`config.mk`:
```
export PLATFORM = sky130hd
export DESIGN_NAME = adder_arbiter_2
export DESIGN_NICKNAME = d
export VERILOG_FILES = /design/src/rtl/adder_arbiter_2.sv
export SDC_FILE = /design/constraint.sdc
export NUM_CORES = 1
export LEC_CHECK = 0
export BUFFER_PORTS_ARGS = -buffer_cell sky130_fd_sc_hd__clkbuf_2
export CAP_MARGIN = 20
export CORE_MARGIN = 1
export CORE_UTILIZATION = 35
export DETAILED_ROUTE_END_ITERATION = 10
export SYNTH_ARGS = -nofsm -noshare
export SYNTH_HDL_FRONTEND = slang
export SYNTH_SLANG_ARGS = --single-unit
```
`constraint.sdc`:
```
create_clock -name clock -period 3.3 [get_ports clock]
set_input_delay 0.66 -clock clock [delete_from_list [all_inputs] [get_ports clock]]
set_output_delay 0.66 -clock clock [all_outputs]
set_load 0.005 [all_outputs]
```
`src/rtl/adder_arbiter_2.sv`:
```
// Round-robin front end that time-shares one external combinational add/subtract unit
// between two valid/ready requesters, one operation in flight, one response slot each.
module adder_arbiter_2 #(
    parameter int WIDTH     = 32,
    parameter int CNT_WIDTH = 16
) (
    input  logic                 clock,
    input  logic                 reset_n,
    input  logic                 req0_valid,
    output logic                 req0_ready,
    input  logic [WIDTH-1:0]     req0_a,
    input  logic [WIDTH-1:0]     req0_b,
    input  logic                 req0_op,
    output logic                 rsp0_valid,
    input  logic                 rsp0_ready,
    output logic [WIDTH-1:0]     rsp0_result,
    output logic                 rsp0_ovf,
    input  logic                 req1_valid,
    output logic                 req1_ready,
    input  logic [WIDTH-1:0]     req1_a,
    input  logic [WIDTH-1:0]     req1_b,
    input  logic                 req1_op,
    output logic                 rsp1_valid,
    input  logic                 rsp1_ready,
    output logic [WIDTH-1:0]     rsp1_result,
    output logic                 rsp1_ovf,
    output logic [WIDTH-1:0]     add_a,
    output logic [WIDTH-1:0]     add_b,
    output logic                 add_op,
    input  logic [WIDTH-1:0]     add_result,
    input  logic                 add_ovf,
    output logic                 busy,
    output logic [CNT_WIDTH-1:0] cnt0,
    output logic [CNT_WIDTH-1:0] cnt1
);

    typedef enum logic {ST_IDLE = 1'b0, ST_EXEC = 1'b1} stage_t;
    typedef enum logic [1:0] {SL_EMPTY = 2'b00, SL_PEND = 2'b01, SL_FULL = 2'b10} slot_t;

    stage_t               stage_r, stage_s;
    slot_t                slot0_r, slot0_s, slot1_r, slot1_s;
    logic                 ptr_r;      // 0: req0 favoured on a tie, 1: req1 favoured
    logic                 owner_r;
    logic [WIDTH-1:0]     op_a_r, op_b_r;
    logic                 op_sub_r;
    logic [WIDTH-1:0]     rsp0_result_r, rsp1_result_r;
    logic                 rsp0_ovf_r, rsp1_ovf_r;
    logic [CNT_WIDTH-1:0] cnt0_r, cnt1_r;
    logic                 elig0_s, elig1_s, grant0_s, grant1_s, done0_s, done1_s;

    function automatic slot_t slot_next(input slot_t cur, input logic acc,
                                        input logic done, input logic take);
        slot_t nxt;
        case (cur)
            SL_EMPTY: nxt = acc  ? SL_PEND  : SL_EMPTY;
            SL_PEND:  nxt = done ? SL_FULL  : SL_PEND;
            SL_FULL:  nxt = take ? SL_EMPTY : SL_FULL;
            default:  nxt = SL_EMPTY;
        endcase
        return nxt;
    endfunction

    // Arbitration: a requester holding an undelivered response cannot compete.
    always_comb begin
        elig0_s  = req0_valid & (slot0_r == SL_EMPTY);
        elig1_s  = req1_valid & (slot1_r == SL_EMPTY);
        grant0_s = (stage_r == ST_IDLE) & elig0_s & (~elig1_s | ~ptr_r);
        grant1_s = (stage_r == ST_IDLE) & elig1_s & (~elig0_s |  ptr_r);
        done0_s  = (stage_r == ST_EXEC) & ~owner_r;
        done1_s  = (stage_r == ST_EXEC) &  owner_r;
    end

    // Stage and response-slot next state.
    always_comb begin
        stage_s = stage_r;
        case (stage_r)
            ST_IDLE: begin
                if (grant0_s | grant1_s) begin
                    stage_s = ST_EXEC;
                end else begin
                    stage_s = ST_IDLE;
                end
            end
            ST_EXEC: stage_s = ST_IDLE;
            default: stage_s = ST_IDLE;
        endcase
        slot0_s = slot_next(slot0_r, grant0_s, done0_s, rsp0_ready);
        slot1_s = slot_next(slot1_r, grant1_s, done1_s, rsp1_ready);
    end

    // State, operand capture, result capture and completion counters.
    always_ff @(posedge clock) begin
        if (!reset_n) begin
            stage_r       <= ST_IDLE;
            slot0_r       <= SL_EMPTY;
            slot1_r       <= SL_EMPTY;
            ptr_r         <= 1'b0;
            owner_r       <= 1'b0;
            op_a_r        <= {WIDTH{1'b0}};
            op_b_r        <= {WIDTH{1'b0}};
            op_sub_r      <= 1'b0;
            rsp0_result_r <= {WIDTH{1'b0}};
            rsp1_result_r <= {WIDTH{1'b0}};
            rsp0_ovf_r    <= 1'b0;
            rsp1_ovf_r    <= 1'b0;
            cnt0_r        <= {CNT_WIDTH{1'b0}};
            cnt1_r        <= {CNT_WIDTH{1'b0}};
        end else begin
            stage_r <= stage_s;
            slot0_r <= slot0_s;
            slot1_r <= slot1_s;
            if (grant0_s | grant1_s) begin
                op_a_r   <= grant1_s ? req1_a  : req0_a;
                op_b_r   <= grant1_s ? req1_b  : req0_b;
                op_sub_r <= grant1_s ? req1_op : req0_op;
                owner_r  <= grant1_s;
                ptr_r    <= grant0_s;
            end
            if (done0_s) begin
                rsp0_result_r <= add_result;
                rsp0_ovf_r    <= add_ovf;
                cnt0_r        <= cnt0_r + {{(CNT_WIDTH-1){1'b0}}, 1'b1};
            end
            if (done1_s) begin
                rsp1_result_r <= add_result;
                rsp1_ovf_r    <= add_ovf;
                cnt1_r        <= cnt1_r + {{(CNT_WIDTH-1){1'b0}}, 1'b1};
            end
        end
    end

    assign req0_ready  = grant0_s;
    assign req1_ready  = grant1_s;
    assign rsp0_valid  = (slot0_r == SL_FULL);
    assign rsp1_valid  = (slot1_r == SL_FULL);
    assign rsp0_result = rsp0_result_r;
    assign rsp1_result = rsp1_result_r;
    assign rsp0_ovf    = rsp0_ovf_r;
    assign rsp1_ovf    = rsp1_ovf_r;
    assign add_a       = op_a_r;
    assign add_b       = op_b_r;
    assign add_op      = op_sub_r;
    assign busy        = (stage_r == ST_EXEC);
    assign cnt0        = cnt0_r;
    assign cnt1        = cnt1_r;

endmodule

```
==> qor_table.md <==
| Item | Reported | Unit |
|---|---|---|
| Result of the run | finished, final reports clean | - |
| Register bit count reported by yosys | 170 | - |
| Worst EP required | 2.64 | ns |
| Synthesized area divided by synthesized cell count | 7.86 | µm² |
| CP Data Arrival Time | 1.81 | ns |
| TritonCTS clock tree | done | - |
| Clock-pin slew on the worst setup and hold paths | 0.07 | ns |
| Max stage delay cell, worst path | sky130_fd_sc_hd__or3b_1 | - |
| Highest fanout seen on the critical path | 4 | - |
| Total global-route track usage | 21.6 | % |
| Total via count in the routed design | 6851 | - |
| Remaining global-route overflow | 0 | - |
| Cell type with the largest total area after synthesis | sky130_fd_sc_hd__dfxtp_1 | - |
| Unique masters post-synth | 40 | - |
| Clock buffer depth | 2 | - |
| Final setup TNS | 0 | ns |
| Fraction of final layout cells with drive strength greater than 1 | 33.4 | % |
| Post-CTS Resized | 0 | - |
| DR iter-0 viols | 305 | - |
| Buffer count from post-CTS setup fixing | 0 | - |
| Final clock skew | 0.00989 | ns |
| Drt wl/cell | 15.2 | µm |
| Startpoint type of the worst setup path | register | - |
| Leakage power total | 0.00410 | µW |
| Layout overhead on the synthesized area | 35.8 | % |
| Largest incremental delay on the critical path | 0.49 | ns |
| PwrDens | 561 | mW/mm² |
| Die area | 0.0196 | mm² |
| Final Net Count | 1320 | - |
| Ordered cell list for the critical path | or3b_1 -> a311o_1 -> inv_1 -> clkbuf_2 | - |
| Die height | 140 | µm |
| Area share of the largest cell type after synthesis | 51.1 | % |
| Syn Std Cell Area | 0.00666 | mm² |
| Number of pins with negative max-slew slack in the final report | 0 | - |
| Most area-consuming cells after synthesis | sky130_fd_sc_hd__dfxtp_1 51%, sky130_fd_sc_hd__nand2_1 16%, sky130_fd_sc_hd__a31oi_1 6.1%, sky130_fd_sc_hd__a21oi_1 6.0%, sky130_fd_sc_hd__o21ai_0 5.5% | - |
| Top delay family on crit path | simple AND/OR/NAND/NOR gates | - |
| YS warnings | 0 | - |
| Buffers on Ports | 336 | - |
| Pin slew with the least headroom to its limit | 0.740 | ns |
| Final Wtd Congestion | 0.818 | - |
| Final Critical Period | 2.47 | ns |
| Count of max-cap constraint violations | 0 | - |
| Number of failing hold endpoints at the final stage | 0 | - |
| Wire length after detailed routing | 21.3 | mm |
| Remaining design rule violation count | 0 | - |
| Critical path capture point type | primary output | - |
| Clock sink total | 170 | - |
| Post-DRT Antenna Nets | 0 | - |
| HPWL after detailed placement | 15.0 | mm |
| Number of global-route vias before repair | 6392 | - |
| Commonest non-fill, non-tap cells in the layout | 336 x sky130_fd_sc_hd__clkbuf_2, 279 x sky130_fd_sc_hd__nand2_1, 170 x sky130_fd_sc_hd__dfxtp_1 | - |
| CTS hold repair buffers | 0 | - |
| Post-Synthesis Net Count | 1018 | - |
| Clock Latency Late Sink | 0.43 | ns |
| Pre-antenna DRT Iters | 6 | - |
| Clk root buf | sky130_fd_sc_hd__clkbuf_16 | - |
| Number of antenna violations at the first check in global routing | 2 | - |
| Max Freq | 404 | MHz |
| Setup repair after global routing missed its margin | false | - |
| Width of the die | 140 | µm |
| Setup violations, final | 0 | - |
| Post-route fraction of the period consumed by the critical path | 75.0 | % |
| Number of buffers added by the clock tree synthesis step | 17 | - |
| Effective utilization at floorplan | 35.6 | % |
| Count of pins on the block boundary | 337 | - |
| Number of rows in the core area | 50 | - |
| Leading cell type in the layout, fill and taps excluded | sky130_fd_sc_hd__clkbuf_2 | - |
| Global-route wire length before repair | 33.2 | mm |
| Pin count of the biggest net entering global routing | 68 | - |
| Count of flip-flops with a built-in enable after synthesis | 0 | - |
| Number of buffer and inverter instances along the worst setup path | 2 | - |
| Worst vdd rail ir drop | 0.338 | mV |
| Core area | 0.0187 | mm² |
| Final Core Density | 48.4 | % |
| Synthesized netlist cell count | 847 | - |
| Flip-flop cell with the highest count after synthesis | sky130_fd_sc_hd__dfxtp_1 | - |
| Headroom to the max-slew limit | 50.7 | % |
| Maximum level of the CTS H-tree | 4 | - |
| Avg Vias per Cell | 4.90 | - |
| Sequential area share after synthesis | 51.1 | % |
| Type of the worst setup path | reg2out | - |
| Worst min-delay path class | reg2reg | - |
| Ys async rst share | 0 | % |
[cells in the mapped netlist (2+ instances only)]
master                     instances
sky130_fd_sc_hd__nand3_1           7
sky130_fd_sc_hd__nor2b_1           3
sky130_fd_sc_hd__ha_1              2
sky130_fd_sc_hd__inv_1             5
sky130_fd_sc_hd__and4_1            3
sky130_fd_sc_hd__a211oi_1          3
sky130_fd_sc_hd__nand2b_1          4
sky130_fd_sc_hd__nand2_1         279
sky130_fd_sc_hd__or3_1             8
sky130_fd_sc_hd__o21ai_0          73
sky130_fd_sc_hd__xnor2_1          12
sky130_fd_sc_hd__xor2_1            9
sky130_fd_sc_hd__nor2_1           26
sky130_fd_sc_hd__nor4_1            4
sky130_fd_sc_hd__nand4_1           8
sky130_fd_sc_hd__clkbuf_1         34
sky130_fd_sc_hd__dfxtp_1         170
sky130_fd_sc_hd__buf_2            22
sky130_fd_sc_hd__a21oi_1          80
sky130_fd_sc_hd__nor3_1            4
sky130_fd_sc_hd__a31oi_1          65
sky130_fd_sc_hd__buf_1             8
[layer usage]
| metal | GRT usage (%) | share of wire, % | vias to the layer above |
|---|---|---|---|
| met5 | 0 | 0 | - |
| met3 | 6.70 | 6.3 | 48 |
| li1 | - | - | 3482 |
| met2 | 35.1 | 47 | 246 |
| met4 | 12.6 | 4.3 | 0 |
| met1 | 25.0 | 42 | 3075 |
[state kept, by name (all words and copies together) (netlist names)]
register / flops
add_a: 32
add_b: 32
rsp0_result: 32
rsp1_result: 32
cnt0: 16
cnt1: 16
slot0_r: 2
slot1_r: 2
add_op: 1
busy: 1
owner_r: 1
ptr_r: 1
rsp0_ovf: 1
rsp1_ovf: 1
[power breakdown]
| part | internal, µW | switching (µW) |
|---|---|---|
| combinational | 340 | 474 |
| clock | 1000 | 932 |
| sequential | 2220 | 97.9 |
[cell families after synthesis]
| logic type | Yosys count | share of synthesized area (%) |
|---|---|---|
| AO/OA/AOI/OAI | 225 | 18.5 |
| XOR/XNOR | 21 | 2.76 |
| adder cells (fa/ha/maj) | 2 | 0.376 |
| buffers and inverters | 72 | 4.58 |
| flip-flops | 170 | 51.1 |
| AND/OR/NAND/NOR | 357 | 22.7 |
[through the flow]
step                instance area (µm²)  hold WS [ns]  power [µW]  worst slack (ns)  cells
floorplan                          6660         0.453        2790              1.13    847
global placement                   8470         0.441        3180             0.830   1364
detailed placement                 8470         0.446        3190             0.759   1364
CTS                                9040         0.442        5130             0.788   1396
global route                       9040         0.449        5330             0.731   1398
finish                             9040         0.454        5070             0.825   1398
[worst paths after layout]
| check | from | to | slack (ns) | depth (start not counted) |
|---|---|---|---|---|
| max | slot0_r[1] | req0_ready | 0.83 | 4 |
| min | rsp0_result[31] | rsp0_result[31] | 0.45 | 2 |
| max reg2reg | busy | add_b[3] | 1.05 | 6 |
| min reg2reg | rsp0_result[31] | rsp0_result[31] | 0.45 | 2 |
[worst reg2reg max path, delay by kind of cell, from the launching register on]
family	cells	cell delay, ns
and+or+nand+nor	2	0.77
buffers and inverters	2	0.62
DFF	1	0.48
AOI/OAI and AO/OA	2	0.31
[cell type report]
cell class / count / area, µm²
Fill cell: 1931 / 9660
Sequential cell: 170 / 3400
Multi-Input combinational cell: 605 / 2970
Timing Repair Buffer: 348 / 1780
Clock buffer: 19 / 433
Tap cell: 234 / 293
Clock inverter: 13 / 133
Inverter: 7 / 26.3
Antenna cell: 2 / 5.00
Power figures use the tool's default switching activity.
